$ cat config.mk
export PLATFORM = sky130hd
export DESIGN_NAME = systolic_feeder
export DESIGN_NICKNAME = d
export VERILOG_FILES = /design/src/rtl/tpu_pkg.sv /design/src/rtl/feeder_fifo.sv /design/src/rtl/systolic_feeder.sv
export SDC_FILE = /design/constraint.sdc
export NUM_CORES = 1
export LEC_CHECK = 0
export CAP_MARGIN = 20
export CORE_UTILIZATION = 62
export CTS_CLUSTER_SIZE = 25
export DETAILED_ROUTE_END_ITERATION = 6
export PLACE_DENSITY = 0.81
export SLEW_MARGIN = 10
export SYNTH_ARGS = -nofsm -noshare
export SYNTH_HDL_FRONTEND = slang
export SYNTH_SLANG_ARGS = --single-unit
$ cat constraint.sdc
create_clock -name clock -period 24 [get_ports clock]
set_clock_uncertainty 0.15 [all_clocks]
set_input_delay 4.8 -clock clock [delete_from_list [all_inputs] [get_ports clock]]
set_output_delay 4.8 -clock clock [all_outputs]
set_load 0.03 [all_outputs]
$ cat src/rtl/tpu_pkg.sv
// Shared constants, feeder FSM states and lane slicing helper
// for the systolic array input path.
package tpu_pkg;

  localparam int DATA_SIZE = 8;
  localparam int MAC_WIDTH = 8;

  typedef enum logic [1:0] {
    IDLE,
    STREAM,
    FLUSH,
    DONE
  } feed_state_e;

  function automatic int lane_lsb(input int lane, input int dsize);
    return lane * dsize;
  endfunction

endpackage

$ cat src/rtl/feeder_fifo.sv
// Synchronous FIFO holding {last, row} entries ahead of the skew
// pipeline; no bypass, so a write is readable one edge later.
module feeder_fifo #(
  parameter int DEPTH = 16,
  parameter int WIDTH = 65,
  localparam int CW = $clog2(DEPTH + 1)
) (
  input  logic             clock,
  input  logic             reset,
  input  logic             wr_valid_i,
  output logic             wr_ready_o,
  input  logic [WIDTH-1:0] wr_data_i,
  input  logic             rd_en_i,
  output logic [WIDTH-1:0] rd_data_o,
  output logic             empty_o,
  output logic [CW-1:0]    count_o
);

  localparam int AW = $clog2(DEPTH);

  logic [WIDTH-1:0] mem_q [DEPTH];
  logic [AW-1:0]    wptr_q;
  logic [AW-1:0]    rptr_q;
  logic [CW-1:0]    count_q;
  logic             push;
  logic             pop;

  assign wr_ready_o = count_q < CW'(DEPTH);
  assign empty_o    = count_q == '0;
  assign push       = wr_valid_i && wr_ready_o;
  assign pop        = rd_en_i && !empty_o;
  assign rd_data_o  = mem_q[rptr_q];
  assign count_o    = count_q;

  // pointers wrap naturally since DEPTH is a power of two
  always_ff @(posedge clock or posedge reset) begin
    if (reset) begin
      wptr_q  <= '0;
      rptr_q  <= '0;
      count_q <= '0;
    end else begin
      if (push) wptr_q <= wptr_q + 1'b1;
      if (pop)  rptr_q <= rptr_q + 1'b1;
      if (push && !pop)      count_q <= count_q + 1'b1;
      else if (pop && !push) count_q <= count_q - 1'b1;
    end
  end

  always_ff @(posedge clock) begin
    if (push) mem_q[wptr_q] <= wr_data_i;
  end

endmodule

$ cat src/rtl/systolic_feeder.sv
// West-edge feeder: buffers activation rows, skews lane i by i
// cycles and flushes the array tail with zero vectors per tile.
module systolic_feeder #(
  parameter int DATA_SIZE = tpu_pkg::DATA_SIZE,
  parameter int MAC_WIDTH = tpu_pkg::MAC_WIDTH,
  parameter int DEPTH     = 16,
  localparam int VW = MAC_WIDTH * DATA_SIZE,
  localparam int CW = $clog2(DEPTH + 1)
) (
  input  logic                 clock,
  input  logic                 reset,
  input  logic                 in_valid,
  output logic                 in_ready,
  input  logic [VW-1:0]        in_data,
  input  logic                 in_last,
  input  logic                 clear_err,
  output logic [2*VW-1:0]      values_out,
  output logic [MAC_WIDTH-1:0] lane_valid,
  output logic                 tile_done,
  output logic                 busy,
  output logic                 underflow,
  output logic [CW-1:0]        fifo_count
);

  import tpu_pkg::*;

  localparam int FW = (MAC_WIDTH > 2) ? $clog2(MAC_WIDTH - 1) : 1;
  localparam logic [FW-1:0] FLUSH_INIT = FW'(MAC_WIDTH - 2);
  localparam feed_state_e LAST_NEXT =
    (MAC_WIDTH == 1) ? DONE : FLUSH;

  feed_state_e   state_q;
  logic [FW-1:0] flush_q;
  logic          underflow_q;
  logic [VW:0]   head;
  logic          fifo_empty;
  logic          pop;

  feeder_fifo #(
    .DEPTH (DEPTH),
    .WIDTH (VW + 1)
  ) u_fifo (
    .clock      (clock),
    .reset      (reset),
    .wr_valid_i (in_valid),
    .wr_ready_o (in_ready),
    .wr_data_i  ({in_last, in_data}),
    .rd_en_i    (pop),
    .rd_data_o  (head),
    .empty_o    (fifo_empty),
    .count_o    (fifo_count)
  );

  assign pop = !fifo_empty &&
               (state_q == IDLE || state_q == STREAM);

  always_ff @(posedge clock or posedge reset) begin
    if (reset) begin
      state_q     <= IDLE;
      flush_q     <= '0;
      underflow_q <= 1'b0;
    end else begin
      if (clear_err) underflow_q <= 1'b0;
      unique case (state_q)
        IDLE, STREAM: begin
          if (pop) begin
            if (head[VW]) begin
              state_q <= LAST_NEXT;
              flush_q <= FLUSH_INIT;
            end else begin
              state_q <= STREAM;
            end
          end else if (state_q == STREAM) begin
            // a starved stream keeps skewing zeros; set wins over clear
            underflow_q <= 1'b1;
          end
        end
        FLUSH: begin
          if (flush_q == '0) state_q <= DONE;
          else               flush_q <= flush_q - 1'b1;
        end
        DONE:    state_q <= IDLE;
        default: state_q <= IDLE;
      endcase
    end
  end

  assign tile_done = state_q == DONE;
  assign busy      = state_q != IDLE;
  assign underflow = underflow_q;

  assign values_out[2*VW-1:VW] = '0;

  for (genvar i = 0; i < MAC_WIDTH; i++) begin : g_lane
    localparam int LSB = lane_lsb(i, DATA_SIZE);

    logic [i:0][DATA_SIZE-1:0] dat_q;
    logic [i:0]                vld_q;
    logic [DATA_SIZE-1:0]      inj;

    assign inj = pop ? head[LSB +: DATA_SIZE] : '0;

    if (i == 0) begin : g_head
      always_ff @(posedge clock or posedge reset) begin
        if (reset) begin
          dat_q <= '0;
          vld_q <= '0;
        end else begin
          dat_q <= inj;
          vld_q <= pop;
        end
      end
    end else begin : g_tail
      always_ff @(posedge clock or posedge reset) begin
        if (reset) begin
          dat_q <= '0;
          vld_q <= '0;
        end else begin
          dat_q <= {dat_q[i-1:0], inj};
          vld_q <= {vld_q[i-1:0], pop};
        end
      end
    end

    assign values_out[LSB +: DATA_SIZE] = dat_q[i];
    assign lane_valid[i]                = vld_q[i];
  end

endmodule

# ---- After elaboration in Yosys (flattened, before gate mapping)
# Memories as Yosys holds them, arrays and structs flattened.
# Index checks and enable logic that the tools add are counted.
dict set report word_totals {
  mem_bits_rw 1040
  register_bits 343
  word_cells 106
  input_bits 69
  memories 1
  output_inout_bits 145
}
dict set report op_classes {
  addsub 5
  n_lt_le_gt_ge 1
  n_reduce_logical 18
  n_mux 24
  n_eq_ne 7
}
# memory depth word_bits read_ports rd_clocked_by_memory_dff write_ports line_no
set memory_table {}
lappend memory_table {u_fifo.mem_q 16 65 1 0 1 feeder_fifo.sv:21} ;# logic [WIDTH-1:0] mem_q [DEPTH];
# op n
set ops {}
lappend ops {{two-way mux 8 bit} 8}
lappend ops {{two-way mux 5 bit} 2}
lappend ops {{two-way mux 3 bit} 3}
lappend ops {{adder 4 x 1 -> 4 bit, second input constant} 2}
lappend ops {{!= test 2 bit, second input constant} 4}
lappend ops {{two-way mux 1 bit} 6}
lappend ops {{two-way mux 2 bit} 3}
lappend ops {{case mux 2 bit (3 select lines)} 1}
lappend ops {{case mux 3 bit (2 select lines)} 1}
lappend ops {{nonzero test 2 bit} 3}
lappend ops {{adder 5 x 1 -> 5 bit, second input constant} 1}
lappend ops {{logical AND 1 bit} 5}
lappend ops {{logical NOT 5 bit} 1}
lappend ops {{< comparator 5 bit, second input constant} 1}
lappend ops {{subtractor 5 x 1 -> 5 bit, second input constant} 1}
lappend ops {{equality test 2 bit, second input constant} 2}
lappend ops {{AND reduction 4 bit} 1}
lappend ops {{logical NOT 1 bit} 3}
lappend ops {{logical NOT 3 bit} 1}
lappend ops {{subtractor 3 x 1 -> 3 bit, second input constant} 1}
lappend ops {{equality test 2 x 1 -> 1 bit, second input constant} 1}
lappend ops {{logical NOT 2 bit} 1}
lappend ops {{AND reduction 2 bit} 1}
lappend ops {{OR reduction 2 bit} 1}
lappend ops {{logical OR 1 bit} 1}

# ---- Depth between registers and ports, before layout
# Gate-level depths: netlist of run 1.
dict set report logic_depth {
  ltp_word 7
  depth_mapped 12
  depth_no_buf 10
}

# ---- Hierarchy
# Synthesis of run 1 repeated with hierarchy kept, for this count alone.
dict set report hier_totals {
  cells_unflattened 2476
  hier_area_um2 49800.3
}
# module seq_area_each_um2 cells_each area_per_inst_um2 n_inst
set by_module_without_submodules {}
lappend by_module_without_submodules {feeder_fifo 31555.3 1954 40665.3 1}
lappend by_module_without_submodules {systolic_feeder 7557.2 522 9135.0 1}

# ---- Worst setup path after synthesis of run 1
# Ideal clock, no wire load.
dict set report synth_path {
  path_type {input -> register}
  from {input port in_valid}
  to {memory u_fifo.mem_q[3][0], enable pin}
  setup_time_ps 568
  path_buffers 1
  arrival_time_ps 9781
  t_required_ps 23282
  stages 4
  path_slack_ps 13501
  cell_sequence {nor2b_1 clkbuf_1 nand2_1 nor3_1}
}
dict set report synth_via {
  elab_chain_len 3
}
# item line_no
set synth_lines {}
lappend synth_lines {{start, declared} systolic_feeder.sv:12} ;# input logic in_valid,
lappend synth_lines {{logical AND 1 bit} feeder_fifo.sv:30} ;# assign push = wr_valid_i && wr_ready_o;
lappend synth_lines {{net u_fifo.push} feeder_fifo.sv:25} ;# logic push;
lappend synth_lines {{two-way mux 1 bit} feeder_fifo.sv:50} ;# if (push) mem_q[wptr_q] <= wr_data_i;
lappend synth_lines {{two-way mux 1 bit (not written as such)} feeder_fifo.sv:50}
lappend synth_lines {{end, declared} feeder_fifo.sv:21}
# The timed path passes the listed nets, and every way through them passes these cells.

# ---- Worst setup path in the final report of run 1
dict set report layout_path {
  from {register state_q[1]}
  to {output port tile_done}
}
dict set report layout_via {
  elab_chain_len 1
}
# item line_no
set layout_lines {}
lappend layout_lines {{start, declared} systolic_feeder.sv:32} ;# feed_state_e state_q;
lappend layout_lines {{start signal, assigned} systolic_feeder.sv:59} ;# state_q <= IDLE;
lappend layout_lines {{start signal, assigned} systolic_feeder.sv:68} ;# state_q <= LAST_NEXT;
lappend layout_lines {{start signal, assigned} systolic_feeder.sv:71} ;# state_q <= STREAM;
lappend layout_lines {{equality test 2 bit} systolic_feeder.sv:88} ;# assign tile_done = state_q == DONE;
lappend layout_lines {{end, declared} systolic_feeder.sv:19} ;# output logic tile_done,
# No other way between the ends.

==> summary by stage, run 1 <==
Outcome
The run finished with clean final reports.

Setup path
The logic depth of the worst register-to-register path is 5. The worst setup path is captured at an output pin. Of all nets on the critical path, the largest fanout is 7.

The type of the worst setup path is reg -> out. The worst setup path is launched from a flop. Data on the critical path arrives at its endpoint at 2.24 ns. STA puts the critical path data required time at 19.05 ns.

Logic synthesis
Of the post-synthesis cell area, the part taken by muxes is 0.150. By area, the combinational part of the netlist is dominated by multiplexers. The post-synthesis cell count is 2059. A synthesized cell averages 23.7 µm². The netlist area before placement is 48900 µm². Of the total synthesized cell area, the portion taken by full adders, half adders and majority gates is 0.00323. The warning count from the yosys run is 0. The dominant synthesized flop cell is sky130_fd_sc_hd__edfxtp_1. Counting flops and latches in the post-synthesis netlist gives 1355. The number of distinct standard cells referenced by the synthesized netlist is 40.

After synthesis, the share of flip-flops with an asynchronous set or reset is 0.232. The share of the synthesized area in compound gates (AO/OA/AOI/OAI) came to 0.00341. Of the total synthesized cell area, the portion taken by AND, OR, NAND and NOR gates is 0.0123. The register area share after synthesis is 0.800. The number of enable-type register cells in the synthesized netlist is 1040. Of the total synthesized cell area, the portion taken by XOR and XNOR cells is 0.00215.

Timing
The highest clock rate is 0.139 GHz. The post-route minimum period is 7.19 ns. The count of endpoints failing setup in the final report is 0. Setup repair after global routing left no endpoint under its margin. The worst-case hold slack is 0.195 ns. The worst slew margin relative to its limit is 0.197. The slew at the pin closest to its max-slew limit is 1.20 ns. The count of endpoints failing hold in the final timing report is 0. The share of the clock period used by the worst path is 0.299.

The total count of max-transition violations in the final report is 0. After routing, the total negative slack on setup checks comes to 0 ns.

Clocking
After clock tree synthesis, the flow added hold-fix buffers numbering 0. The H-tree depth is 3. The number of gates resized after CTS was 0. The clock passes through at most 3 buffers. The post-CTS clock slew at the launch and capture registers of the worst setup and hold paths is 0.06 ns. The total number of clock tree sinks is 1355. TritonCTS built the clock tree. The clock tree root driver cell is sky130_fd_sc_hd__clkbuf_16. For the worst-skew pair, the clock arrives at the later sink with an insertion delay of 0.73 ns. The clock buffer count from CTS is 121. The number of setup buffers added after CTS is 0.

Power and ir drop
The power density normalized to cell area is 121 nW/µm². The maximum vdd drop is 0.113 mV. The leakage power summed over all cells is 19.2 nW.

Placed design
The post-DP HPWL is 55.5 mm. After detailed placement, the total cell area comes to 51000 µm². Including well taps, the total number of placed cells is 3137. The final RePlAce weighted congestion is 0.808. The total of buffers placed on input and output ports is 149.

Routing
In the detailed route, the total length drawn on met2 is 59.7 mm. Dividing the detail-routed wire length by the instance count gives 35.0 µm. The remaining design rule violation count is 0.

The highest metal layer carrying signal wires in the routed design is met5. In this run the remaining antenna-violating nets after routing total 0. The met3 layer wire length in the routed design is 12.3 mm. The routed via count divided by cell count is 6.74.

The DRC marker count from the first detailed-route iteration is 3219. The routed wire length is 118 mm. The detailed router put a total of 41.7 mm of wire on met1.

The routed layout has 22800 vias. The pre-antenna-repair detailed-routing pass consisted of 5 iterations.

Die
The horizontal die dimension is 283 µm. In this run the vertical extent of the chip is 283 µm. The initial utilization of the core area, before any placement, comes to 0.629. The placeable core region is 77700 µm². The number of top-level pins is 214. The total number of placement rows is 102. The overall die area is 79900 µm².

Worst hold path
The worst hold path cell count is 0. The worst hold-check path type is reg -> reg.

Finish
The number of filler instances in the final layout is 4061. The fraction of layout instances using a drive strength above 1 is 0.250. The area occupied by multi-input gates is 8700 µm².

After routing the design area is 55300 µm². The finished layout holds 3379 standard cells, fillers aside. The area taken by flip-flops and latches is 39100 µm². The layout net count is 2309. The area growth from synthesis to layout is 13.2%.

Global route
The number of antenna violations at the first check in global routing is 9. Entering global routing, the biggest net connects 116 pins. The first global-routing pass estimated 165 mm of wire.

The via count of the first global-routing pass was 23100. The total global routing overflow is 0. The total routing resource utilization after global routing is 0.296.

Run
Across the run, the number of max-cap violations was 0.
-- stage by stage --
| step | util | setup slack (ns) | power [W] |
|---|---|---|---|
| final | 0.712 | 16.81 | 0.00670 |
| after global placement | 0.655 | 16.01 | 0.00456 |
| after floorplan | - | 10.34 | 0.00417 |
| after detailed placement | 0.656 | 15.96 | 0.00463 |
| after global routing | 0.712 | 16.74 | 0.00689 |
| after CTS | 0.709 | 16.64 | 0.00669 |
-- state kept, by name, indices dropped and copies added, names as in the netlist --
name,count
u_fifo.mem_q,1040
g_lane.dat_q,232
values_out,56
g_lane.vld_q,8
u_fifo.count_o,5
u_fifo.rptr_q,4
u_fifo.wptr_q,4
flush_q,3
state_q,2
underflow,1
-- layout by cell type, fill, tap and decap left out, types with 3 or more instances in the layout --
cell type,instances
sky130_fd_sc_hd__clkinvlp_4,3
sky130_fd_sc_hd__bufinv_16,12
sky130_fd_sc_hd__a21oi_1,3
sky130_fd_sc_hd__clkinv_2,25
sky130_fd_sc_hd__buf_16,7
sky130_fd_sc_hd__buf_12,4
sky130_fd_sc_hd__clkdlybuf4s50_1,149
sky130_fd_sc_hd__nor2_1,4
sky130_fd_sc_hd__clkbuf_8,19
sky130_fd_sc_hd__mux4_2,322
sky130_fd_sc_hd__clkbuf_1,23
sky130_fd_sc_hd__conb_1,64
sky130_fd_sc_hd__inv_6,5
sky130_fd_sc_hd__o31ai_1,3
sky130_fd_sc_hd__dfrtp_1,311
sky130_fd_sc_hd__inv_1,13
sky130_fd_sc_hd__xnor2_1,11
sky130_fd_sc_hd__diode_2,3
sky130_fd_sc_hd__dfrtp_4,4
sky130_fd_sc_hd__edfxtp_1,1040
sky130_fd_sc_hd__clkinv_1,13
sky130_fd_sc_hd__nor3_2,4
sky130_fd_sc_hd__nor2_4,12
sky130_fd_sc_hd__clkbuf_16,124
sky130_fd_sc_hd__nor2b_1,65
sky130_fd_sc_hd__nand2_1,16
sky130_fd_sc_hd__ha_1,11
sky130_fd_sc_hd__o21ai_0,5
sky130_fd_sc_hd__mux2_2,3
sky130_fd_sc_hd__buf_4,29
-- final timing paths --
kind,startpoint,slack [ns],end
setup / recovery,state_q[1],16.81,tile_done
hold reg to reg,g_lane[7].dat_q[5],0.19,g_lane[7].dat_q[13]
hold / removal,g_lane[7].dat_q[5],0.19,g_lane[7].dat_q[13]
min in group asynchronous,reset,4.45,values_out[35]
setup reg to reg,u_fifo.rptr_q[0],19.68,g_lane[2].dat_q[2]
max in group asynchronous,reset,17.20,values_out[15]
-- worst max-delay path, cell delays in order, from the launching register on --
cell and delay (ns):
sky130_fd_sc_hd__dfrtp_1 0.45, sky130_fd_sc_hd__inv_1 0.19, sky130_fd_sc_hd__nor2_1 0.20, sky130_fd_sc_hd__clkdlybuf4s50_1 0.69
-- cells in the mapped netlist (all sizes together), types with 3 or more instances --
master  count  area share
a21oi       3     0.00031
buf       168       0.025
clkbuf     38      0.0029
dfrtp     315        0.16
edfxtp   1040        0.64
ha         11      0.0028
inv        14      0.0011
mux2        3     0.00069
mux4      322        0.15
nand2      16      0.0012
nor2       16      0.0012
nor2b      65      0.0083
nor3        4     0.00041
o21ai       6     0.00061
o31ai       3     0.00046
xnor2      11      0.0020
-- kinds of logic (layout without fill, tap and decap cells) --
logic type | count (synthesis) | count (layout)
multiplexers | 327 | 327
other | 1 | 67
adder cells (fa/ha/maj) | 12 | 12
flip-flops | 1355 | 1355
AND/OR/NAND/NOR | 109 | 109
XOR/XNOR | 12 | 12
buffers and inverters | 220 | 434
AO/OA/AOI/OAI | 23 | 23
-- area by class of cell --
class,count,share of cell area
Tap cell,1040,0.0235
Inverter,14,0.00109
Timing Repair Buffer,189,0.0358
Sequential cell,1355,0.707
Clock inverter,63,0.0121
Antenna cell,3,0.000136
Clock buffer,168,0.0627
Multi-Input combinational cell,547,0.157
-- metal layers --
layer | GRT usage | up-vias
met1 | 0.405 | 12100
met5 | 0 | -
li1 | - | 8460
met3 | 0.0603 | 295
met4 | 0.111 | 4
met2 | 0.480 | 1915
-- report_power, final --
group | internal (W) | leakage (nW) | switching, W
Sequential | 0.00285 | 13.6 | 0.000182
Combinational | 0.000764 | 3.50 | 0.000872
Clock | 0.00114 | 2.05 | 0.000891
Total | 0.00476 | 19.2 | 0.00195
No activity file was read; power rests on OpenSTA's default activity.
==> inputs of run 2 (changes only) <==
--- a/config.mk
+++ b/config.mk
@@ -6,10 +6,10 @@
 export NUM_CORES = 1
 export LEC_CHECK = 0
 export CAP_MARGIN = 20
-export CORE_UTILIZATION = 62
+export CORE_UTILIZATION = 54
 export CTS_CLUSTER_SIZE = 25
 export DETAILED_ROUTE_END_ITERATION = 6
-export PLACE_DENSITY = 0.81
+export PLACE_DENSITY = 0.75
 export SLEW_MARGIN = 10
 export SYNTH_ARGS = -nofsm -noshare
 export SYNTH_HDL_FRONTEND = slang
==> constraint.sdc (replaced) <==
create_clock -name clock -period 5.9 [get_ports clock]
set_clock_uncertainty 0.15 [all_clocks]
set_input_delay 1.18 -clock clock [delete_from_list [all_inputs] [get_ports clock]]
set_output_delay 1.18 -clock clock [all_outputs]
set_load 0.03 [all_outputs]
==> run 2 against run 1 <==
  * Via count decreased by 8.7%
  * Global-route usage is 7.6 points lower
  * Clock power increased to 4.1 times the previous value
  * Register-to-register slack got worse by 17 ns
  * Sequential cell count is the same
  * First-iteration DRC count decreased by 33%
  * Non-clock buffer count is 1 higher
  * Routed wire length down 17%
  * Combinational power rose to 3.8 times the previous value
  * Count of clock-buffer cells in the layout increased by 19
  * Sequential share of layout area fell by 0.52 points
  * Design area up 0.74%
==> summary by stage, run 2 (same netlist as run 1, synthesis figures left out) <==
Timing
The count of endpoints failing hold in the final timing report is 0. Dividing the final minimum period by the clock period gives 0.656. The highest clock rate is 0.258 GHz. The worst slew margin relative to its limit is 0.290. The total count of max-transition violations in the final report is 0. The count of endpoints failing setup in the final report is 0. For the pin with the worst max-slew slack, the measured transition is 1.07 ns.

The aggregate negative setup slack is 0 ns. After layout, the minimum clock period comes to 3.87 ns. Setup repair after global routing left no endpoint under its margin.

Power and ir drop
The power density normalized to cell area is 482 nW/µm². The maximum vdd drop is 0.378 mV. For this design the static power due to leakage is 19.3 nW.

Setup path
The type of the worst setup path is in -> reg. The number of buffers and inverters on the critical path is 2. Walking the worst path, the cells encountered are clkdlybuf4s50_1, nor2b_1, nand2_1, nor2_4, buf_12. The longest individual stage delay on the worst path is 0.82 ns.

For the worst setup path, the data arrival time is 4.11 ns. The slowest stage of the critical path belongs to the cell sky130_fd_sc_hd__nor2b_1. The critical path's top delay family is simple AND/OR/NAND/NOR gates. The required time at the worst-slack endpoint is 6.14 ns.

In this run the worst setup path begins at in_valid. The launching point of the worst reg2reg path is u_fifo.count_o[4]. The kind of end point of the critical path is a flop. The largest fanout on the critical path is 37. The startpoint class of the critical path is a primary input.

Routing
The detail route stage leaves a number of antenna-violating nets equal to 0. After the first detailed-routing iteration, the DRC count stood at 2155. The via total after detailed routing is 20800. The remaining design rule violation count is 0. Dividing the detail-routed wire length by the instance count gives 27.7 µm. The routed via count divided by cell count is 5.91.

Before antenna repair, the detailed router went through 4 iterations. The routed wire length is 97.5 mm.

Finish
Leaving out fill and tap cells, the most frequent cell in the layout is sky130_fd_sc_hd__edfxtp_1. The register with the most flip-flops in the layout has 1040 of them. The fraction of layout instances using a drive strength above 1 is 0.250. The post-layout instance count excluding filler cells is 3515. The register bank with the most flops is u_fifo.mem_q. The layout net count is 2321. The area growth from synthesis to layout is 14.0%. The library cells used most frequently in the layout, excluding fill and tap cells, are sky130_fd_sc_hd__edfxtp_1 (1040), sky130_fd_sc_hd__mux4_2 (322), sky130_fd_sc_hd__dfrtp_1 (311).

Placed design
After detailed placement, the design holds a cell count of 3271. The congestion estimate from routability-driven global placement came to 0.769. The total of buffers placed on input and output ports is 149. The HPWL after detailed placement is 50.4 mm.

Global route
The met3 track utilization from global routing is 0.0481. The first global-routing pass estimated 145 mm of wire. The pin count of the biggest net entering global routing is 143. The met2 global-route usage is 0.372. The number of antenna violations at the first check in global routing is 7. For this run, global-route usage on met1 was measured as 0.290.

The most used routing layer in global routing is met2. The via count of the first global-routing pass is 22300. The total global routing overflow is 0. For this run, the total global-route usage over all layers was measured as 0.220.

Clocking
Post-CTS repair changed the size of 0 cells. The post-cts hold buffer count is 0. The number of buffers on the longest clock path is 3. The clock tree from TritonCTS is built. The total number of clock tree sinks is 1355. The clock tree synthesis step divided the H-tree into 4 levels.

Clock tree synthesis selected as its root buffer the cell sky130_fd_sc_hd__clkbuf_16. The number of setup buffers added after CTS is 0. The source-to-sink clock delay at the later pin of the worst-skew pair is 0.74 ns.

The clock buffer count from CTS is 132. The post-CTS clock slew at the launch and capture registers of the worst setup and hold paths is 0.07 ns.

Die
The floorplan step set the die height to 303 µm. For this configuration, the core starts out at a cell density of 0.549. The initialized floorplan defines 109 standard-cell rows. The overall die area is 91700 µm². The horizontal die dimension is 303 µm. After floorplanning, the core was sized to cover 89100 µm².

The number of top-level pins is 214.

Run
Across the run, the number of max-cap violations was 0.

Worst hold path
The startpoint identified for the worst hold timing path is g_lane[6].dat_q[46]. The worst hold-check path type is reg -> reg.

Outcome
The flow ran to the end, and the final reports show no timing, DRC or antenna violations.
==> run 2: metal layers <==
metal / vias up / wire length, µm
met1: 11200 / 37700
met5: - / 17
met2: 935 / 51000
met3: 149 / 6720
met4: 4 / 2080
li1: 8506 / -
==> run 2: power breakdown <==
group	switching (W)	internal, W
Combinational	0.00311	0.00310
Clock	0.00349	0.00485
Sequential	0.000726	0.0116
==> run 2: cell type report <==
cell class                      count  area, µm²
Inverter                           14       56.3
Clock inverter                     54        520
Fill cell                        5543      33300
Tap cell                         1165       1460
Timing Repair Buffer              190       2010
Antenna cell                        3       7.51
Multi-Input combinational cell    547       8720
Sequential cell                  1355      39100
Clock buffer                      187       3820
==> run 2: path summary, 6_finish.rpt <==
| check | end | slack, ns | cells after the start |
|---|---|---|---|
| worst max-delay path | u_fifo.mem_q[4][33] | 2.03 | 5 |
| worst min-delay path | values_out[54] | 0.19 | 0 |
| worst max register to register | u_fifo.mem_q[4][33] | 2.56 | 4 |
| worst min register to register | values_out[54] | 0.19 | 0 |
| max in group asynchronous | g_lane[6].dat_q[7] | 3.70 | 3 |
| min in group asynchronous | g_lane[3].dat_q[6] | 0.68 | 2 |
==> run 2: worst reg2reg max path, stage by stage (launching register included) <==
cell and delay, ns:
sky130_fd_sc_hd__dfrtp_1 0.43, sky130_fd_sc_hd__nor2b_1 0.81, sky130_fd_sc_hd__nand2_1 0.47, sky130_fd_sc_hd__nor2_4 0.76, sky130_fd_sc_hd__buf_12 0.36
==> run 2: through the flow <==
step                      area (µm²)  worst slack (ns)  hold WS (ns)  power (W)   util
final                          55700              2.03         0.192     0.0269  0.626
after global routing           55700              1.96         0.197     0.0278  0.626
after CTS                      55700              2.09         0.194     0.0271  0.626
after detailed placement       51400              1.33         0.185     0.0187  0.577
after global placement         51300              1.39         0.182     0.0185  0.577
after floorplan                49100             0.373         0.181     0.0170      -
